<file path="src/rtl/quad_gate_bist_seq.sv">
// Self-test sequencer for a quad 2-input gate package: drives an 8-step A/B schedule and checks Y against FUNC.
// Latency: 8*(SETTLE+2) cycles for a clean run, (k+1)*(SETTLE+2) for an early stop at step k.
// Backpressure: none; START is honoured only in IDLE/DONE and ignored while BUSY.
module quad_gate_bist_seq #(
    parameter int SETTLE       = 2,
    parameter bit STOP_ON_FAIL = 1'b1
) (
    input  logic       CLK,
    input  logic       RST_n,
    input  logic       START,
    input  logic [2:0] FUNC,
    output logic [3:0] A,
    output logic [3:0] B,
    input  logic [3:0] Y,
    output logic       BUSY,
    output logic       DONE,
    output logic       PASS,
    output logic [2:0] FAIL_STEP,
    output logic [3:0] FAIL_MASK
);

    localparam logic [3:0] SETTLE_L = 4'(SETTLE);

    typedef enum logic [2:0] {S_IDLE, S_APPLY, S_WAIT, S_CHECK, S_DONE} state_t;

    state_t     state, state_nxt;
    logic [2:0] func_q;
    logic [2:0] step_q;
    logic [3:0] settle_q;
    logic [3:0] vec_a, vec_b, expect_y, mis;
    logic       start_ok, func_bad, stop_now;

    assign start_ok = START && ((state == S_IDLE) || (state == S_DONE));
    assign func_bad = (FUNC > 3'd4);

    // Steps 4..7 rotate the vector per gate so neighbours never share inputs.
    always_comb begin
        logic [1:0] v;
        vec_a = '0;
        vec_b = '0;
        v     = '0;
        for (int g = 0; g < 4; g++) begin
            v = step_q[2] ? (step_q[1:0] + 2'(g)) : step_q[1:0];
            vec_a[g] = v[1];
            vec_b[g] = v[0];
        end
    end

    always_comb begin
        expect_y = '0;
        case (func_q)
            3'd0:    expect_y = A | B;
            3'd1:    expect_y = A & B;
            3'd2:    expect_y = ~(A & B);
            3'd3:    expect_y = ~(A | B);
            3'd4:    expect_y = A ^ B;
            default: expect_y = '0;
        endcase
        mis      = Y ^ expect_y;
        stop_now = ((|mis) && STOP_ON_FAIL) || (step_q == 3'd7);
    end

    always_ff @(posedge CLK or negedge RST_n) begin
        if (!RST_n) state <= S_IDLE;
        else        state <= state_nxt;
    end

    always_comb begin
        state_nxt = state;
        case (state)
            S_IDLE, S_DONE: if (START) state_nxt = func_bad ? S_DONE : S_APPLY;
            S_APPLY:        state_nxt = S_WAIT;
            S_WAIT:         if (settle_q <= 4'd1) state_nxt = S_CHECK;
            S_CHECK:        state_nxt = stop_now ? S_DONE : S_APPLY;
            default:        state_nxt = S_IDLE;
        endcase
    end

    always_comb begin
        BUSY = (state == S_APPLY) || (state == S_WAIT) || (state == S_CHECK);
        DONE = (state == S_DONE);
    end

    always_ff @(posedge CLK or negedge RST_n) begin
        if (!RST_n) begin
            func_q    <= '0;
            step_q    <= '0;
            settle_q  <= '0;
            A         <= '0;
            B         <= '0;
            PASS      <= 1'b0;
            FAIL_STEP <= '0;
            FAIL_MASK <= '0;
        end else begin
            case (state)
                S_IDLE, S_DONE: begin
                    if (start_ok) begin
                        func_q    <= FUNC;
                        step_q    <= '0;
                        A         <= '0;
                        B         <= '0;
                        PASS      <= 1'b0;
                        FAIL_STEP <= '0;
                        FAIL_MASK <= func_bad ? 4'hF : 4'h0;
                    end
                end
                S_APPLY: begin
                    A        <= vec_a;
                    B        <= vec_b;
                    settle_q <= SETTLE_L;
                end
                S_WAIT: settle_q <= settle_q - 4'd1;
                S_CHECK: begin
                    if (|mis) begin
                        FAIL_MASK <= FAIL_MASK | mis;
                        if (FAIL_MASK == 4'h0) FAIL_STEP <= step_q;
                    end
                    if (stop_now) begin
                        A    <= '0;
                        B    <= '0;
                        PASS <= ((FAIL_MASK | mis) == 4'h0);
                    end else begin
                        step_q <= step_q + 3'd1;
                    end
                end
                default: ;
            endcase
        end
    end

endmodule

</file>
<file path="config.mk">
export PLATFORM = sky130hd
export DESIGN_NAME = quad_gate_bist_seq
export DESIGN_NICKNAME = d
export VERILOG_FILES = /design/src/rtl/quad_gate_bist_seq.sv
export SDC_FILE = /design/constraint.sdc
export NUM_CORES = 1
export LEC_CHECK = 0
export CAP_MARGIN = 0
export CORE_MARGIN = 1
export CORE_UTILIZATION = 54
export CTS_CLUSTER_DIAMETER = 150
export DETAILED_ROUTE_END_ITERATION = 6
export PLACE_DENSITY_LB_ADDON = 0.12
export RECOVER_POWER = 100
export SETUP_SLACK_MARGIN = 0.05
export SYNTH_ARGS = -nofsm -noshare
export SYNTH_HDL_FRONTEND = slang
export SYNTH_SLANG_ARGS = --single-unit
export TNS_END_PERCENT = 5
</file>
<file path="constraint.sdc">
create_clock -name CLK -period 3.2 [get_ports CLK]
set_input_delay 0.8 -clock CLK [delete_from_list [all_inputs] [get_ports CLK]]
set_output_delay 0.8 -clock CLK [all_outputs]
set_load 0.03 [all_outputs]
</file>
Word level (Yosys, flattened, before mapping). Cells that the tools add are included.

Memory bits (read-only): 0. Output and inout port bits: 18. Memory bits (writable): 0. Latch bits: 0. Flip-flop bits (word level): 29. Input bits: 10. Memories: 0.

$add $sub $neg: 5. Bitwise operators: 7. Equal/unequal tests: 16. Divide/modulo/power cells: 0. Shifts and indexed selects: 0. $lt $le $gt $ge: 2. Reductions and logical operators: 21. Multiplexer cells: 27. Multiply operators: 0.

Operators with widths (number): 3-bit 2-to-1 mux (8); 4-bit case mux with 3 select lines (2); 4-bit 2-to-1 mux (5); 4-bit case mux with 5 select lines (1); 4-bit case mux with 2 select lines (2); 3-bit by 2-bit == test with 1-bit output, second input constant (4); 2-bit != test, second input constant (6); 3-bit case mux with 2 select lines (2); 3-bit case mux with 4 select lines (1); 3-bit AND reduction (4); 3-bit == test, second input constant (3); 4-bit zero test (2); 4-bit inverter (2); 4-bit bitwise OR (2); 4-bit XOR (2); 3-bit by 1-bit == test with 1-bit output, second input constant (2); 3-bit zero test (2); 2-bit 2-to-1 mux (3); 2-bit adder, second input constant (2); 4-bit bitwise AND (1); 4-bit by 1-bit less-or-equal comparator with 1-bit output, second input constant (1); 1-bit logical OR (4); 2-bit AND reduction (2); 4-bit AND reduction (1); 12 further kinds (14).

Depth between registers and ports, before layout. Gate-level depths: netlist of run 1.

Word-level depth: 8. Depth in mapped cells: 8. Gate-level depth less buffers: 8.

Worst setup path before layout of run 1. Ideal clock, no wire load.

Kind: register -> register. From: register B[2]. To: register step_q[1]. Data arrival time: 2442 ps. Period minus slack after synthesis: 2567 ps. Setup slack: 633 ps. Library setup time: 125 ps. Stages on the path, launching flop included: 8. Buffers on the path: 0. Required time: 3075 ps. Path through: dfrtp_1 > ha_1 > mux2_2 > a22o_1 > or4_4 > a31oi_4 > nand4_4 > mux2_4.

Cells in the longest elaborated chain, start to end: 8. Elaborated cells between the ends (all ways): 11. Classes of those cells: 1 x eq/ne; 1 x mux; 6 x bitwise; 3 x reduce/logical.

RTL lines: start: declaration (RTL line 13) `output logic [3:0] B,`; start signal: assignment (RTL line 109) `B <= vec_b;`; 4-bit bitwise OR / 4-bit bitwise AND (equally long branches); 4-bit inverter (on tied branches) (RTL line 55, 54); 4-bit case mux with 5 select lines (*) (RTL line 51) `case (func_q)`; 4-bit XOR (*) (RTL line 59) `mis = Y ^ expect_y;`; 4-bit OR reduction (*) (RTL line 60) `stop_now = ((|mis) && STOP_ON_FAIL) || (step_q == 3'd7);`; 1-bit logical OR (*) (RTL line 60); 2-bit != test (no source line) (*); 3-bit AND reduction (no source line) (*); end signal: assignment (RTL line 123) `step_q <= step_q + 3'd1;`; end: declaration (RTL line 28) `logic [2:0] step_q;`.

Every way passes the cells marked *; elsewhere a longest branch is shown, timed or not. A chain may end at the register's enable or synchronous reset.

Worst setup path after layout of run 1.
From: input Y[0]. To: register step_q[2].

Cells in the longest elaborated chain, start to end: 5.

RTL lines: start: declaration (RTL line 14) `input logic [3:0] Y,`; 4-bit XOR (RTL line 59); 4-bit OR reduction (RTL line 60); 1-bit logical OR (RTL line 60); 2-bit != test (no source line); 3-bit AND reduction (no source line).

Every way passes these cells.

==> impl_metrics.yaml, run 1 <==
detailed_routing:
  first_pass_iters: 4
  top_layer: "met4"
  remaining_drc_errors: 0
  met1_length_mm: 1.86
  ant_nets: 0
  routed_wl_mm: 4.26
  via_per_inst: 5.90
  num_vias: 1635
  wl_met3_um: 112
  wl_per_cell_um: 15.4
  drtIter0Drc: 129
  met2_length_mm: 2.23
worst_setup_path:
  reg2reg_from: "B[2]"
  r2r_cells: 8
  cp-end-kind: "flip-flop"
  arrival_ns: 3.13
  path_class: "in -> reg"
  cp_max_fo: 6
  critPathRequiredTime_ns: 3.44
  cp-startpoint: "Y[0]"
  critPathLaunchType: "primary input"
  regToRegSetupSlack_ns: 0.49
  worst_r2r_endpoint: "step_q[2]"
placed_design:
  io_buffer_count: 27
  gp_congestion: 0.803
  dp_hpwl_mm: 3.27
sta:
  hold_viol: 0
  finalSetupViolCount: 0
  fin_worst_skew_ns: 0.00781
  fmax_mhz: 346
  slew_violations: 0
  rsz0062_at_grt: "no"
  fin_crit_sh: 0.904
  worst_pin_slew_ns: 1.44
  finalSetupTns_ns: 0
  slew-limit-headroom: 0.0426
  min_period_ns: 2.89
flow_run:
  maxCapViolations: 0
synth:
  ys_warn_count: 0
  synthCells: 207
  ys.flop_type: "dfrtp_1"
  synth.area.top_cells: "dfrtp_1, ha_1, mux2i_1"
  async_reset_ff_frac: 1.00
  synthesis.nets: 229
  avgSynthCellArea_um2: 9.09
  synth_top_area_frac: 0.359
  synthesis.area_mm2: 0.00188
  synth.most_common_cell: "dfrtp_1"
  synth.cells.most_frequent: "dfrtp_1, inv_1, a21oi_1, nor2_1, o21ai_0"
  yosysTopAreaCell: "dfrtp_1"
  synth-seq-cells: 27
  synth_edf_count: 0
  yosysSeqAreaShare: 0.359
  synth.distinct_cells: 45
hold_path:
  hp-class: "reg -> reg"
  min_from: "FAIL_STEP[2]"
  hold_depth: 2
  holdPathEnd: "FAIL_STEP[2]"
power_and_ir_drop:
  power.share.sequential: 0.401
  power_frac_comb: 0.495
  p_int_mw: 0.768
  p_clk_frac: 0.104
  leakagePower_nw: 0.976
  power_density_mw_per_mm2: 679
  ir_drop_mv: 0.413
  switching_share: 0.478
  p_total_mw: 1.47
  p_switching_mw: 0.703
floorplanning:
  die_w_um: 61.0
  die_area_mm2: 0.00372
  core_mm2: 0.00334
  die_h_um: 61.0
  start_util: 0.564
  rows: 21
  io_pins: 28
clock_tree:
  clock_latency_ns: 0.33
  cts_hold_buffers: 0
  clkTransAtPathRegs_ns: 0.15
  clockRootBuffer: "clkbuf_4"
  cts_max_level: 1
  cts_tree: "done"
  clockBufferDepth: 2
  ctsResizeCount: 0
  cts_sinks: 27
  postCtsSetupBuffers: 0
  cts_made_buffers: 3
layout:
  drive_gt1_frac: 0.0390
  area_growth_pct: 15.0
  multi_input_area_mm2: 0.00105
  regArea_um2: 676
  nets: 254
  n_fill_cell: 303
  utilization: 0.649
  diodes: 0
global_routing:
  grt_start_max_net_pins: 28
  grt.overflow.total: 0
  antenna_found_initial: 0
  grt_pass1_vias: 1570
  grt_util_all_layers: 0.254
  grt_pass1_wl_mm: 6.98
status:
  status: "complete, no violations"
[how the worst max path moves through the flow]
stage | endpoint | slack, ns
detailed placement | step_q[2] | 0.19
floorplan | step_q[1] | 0.63
global placement | step_q[1] | 0.26
global route | BUSY | 0.22
finish | step_q[2] | 0.31
CTS | BUSY | 0.41
[registers in the layout, summed over array words and instances, names as in the netlist]
register	cells
A	4
step_q	3
settle_q	4
state	3
func_q	3
B	2
FAIL_STEP	3
PASS	1
FAIL_MASK	4
[final cells by class]
cell class,count,share of cell area
clock buffers,3,0.0104
clock inverters,1,0.00347
inverters,18,0.0312
multi-input cells,152,0.486
flip-flops and latches,27,0.312
well taps,46,0.0266
repair buffers,30,0.130
[layout by cell type, fill, tap and decap left out, types with 4 or more instances in the layout]
cell type,count
mux2_2,4
mux2i_1,11
a21oi_1,17
o22ai_1,6
clkdlybuf4s50_1,6
nor3_1,6
o21ai_0,14
nor3b_1,4
nor2b_1,6
ha_1,12
inv_1,18
dlygate4sd3_1,21
nand2_1,13
nor2_1,15
dfrtp_1,27
nand3_1,5
[per-stage QoR]
step / cells / area, um^2 / setup slack, ns / hold WS, ns
after floorplan: 207 / 1880 / 0.633 / 0.504
after global placement: 273 / 2180 / 0.260 / 0.507
after detailed placement: 273 / 2180 / 0.193 / 0.511
after CTS: 277 / 2210 / 0.409 / 0.542
after global routing: 277 / 2160 / 0.224 / 0.551
final: 277 / 2160 / 0.307 / 0.531
[kinds of logic (layout without fill, tap and decap cells)]
| family | Yosys count | count (layout) | synth area share |
|---|---|---|---|
| mux | 17 | 17 | 0.0984 |
| xor+xnor | 4 | 4 | 0.0186 |
| buf+inv | 28 | 52 | 0.0638 |
| flops | 27 | 27 | 0.359 |
| compound gates | 56 | 56 | 0.197 |
| fa+ha+maj | 12 | 12 | 0.0798 |
| simple gates | 63 | 63 | 0.183 |
[power by group through the flow]
| stage | clock, mW | sequential [mW] | combinational, mW |
|---|---|---|---|
| finish | 0.153 | 0.590 | 0.727 |
| floorplan | 0 | 0.544 | 0.598 |
| CTS | 0.156 | 0.590 | 0.784 |
| detailed placement | 0 | 0.597 | 0.779 |
| global route | 0.167 | 0.612 | 0.811 |
| global placement | 0 | 0.582 | 0.759 |
[layer usage]
metal | track usage | vias to the layer above
met5 | 0 | -
met4 | 0.104 | 0
met3 | 0.0273 | 6
met2 | 0.441 | 27
met1 | 0.324 | 802
li1 | - | 800
[critical path, stage by stage]
cell and delay [ns]:
dlygate4sd3_1 0.64, nor3_1 0.08, a22o_1 0.23, or4_1 0.49
a31oi_4 0.24, nand4_1 0.26, mux2_1 0.39
Power figures use the tool's default switching activity.
==> inputs of run 2 (changes only) <==
Settings changed: ABC_CLOCK_PERIOD_IN_PS set to 3200, CTS_CLUSTER_SIZE set to 8.
==> results of run 2 <==
The final DEF is identical to that of run 1; final timing and power are the same.
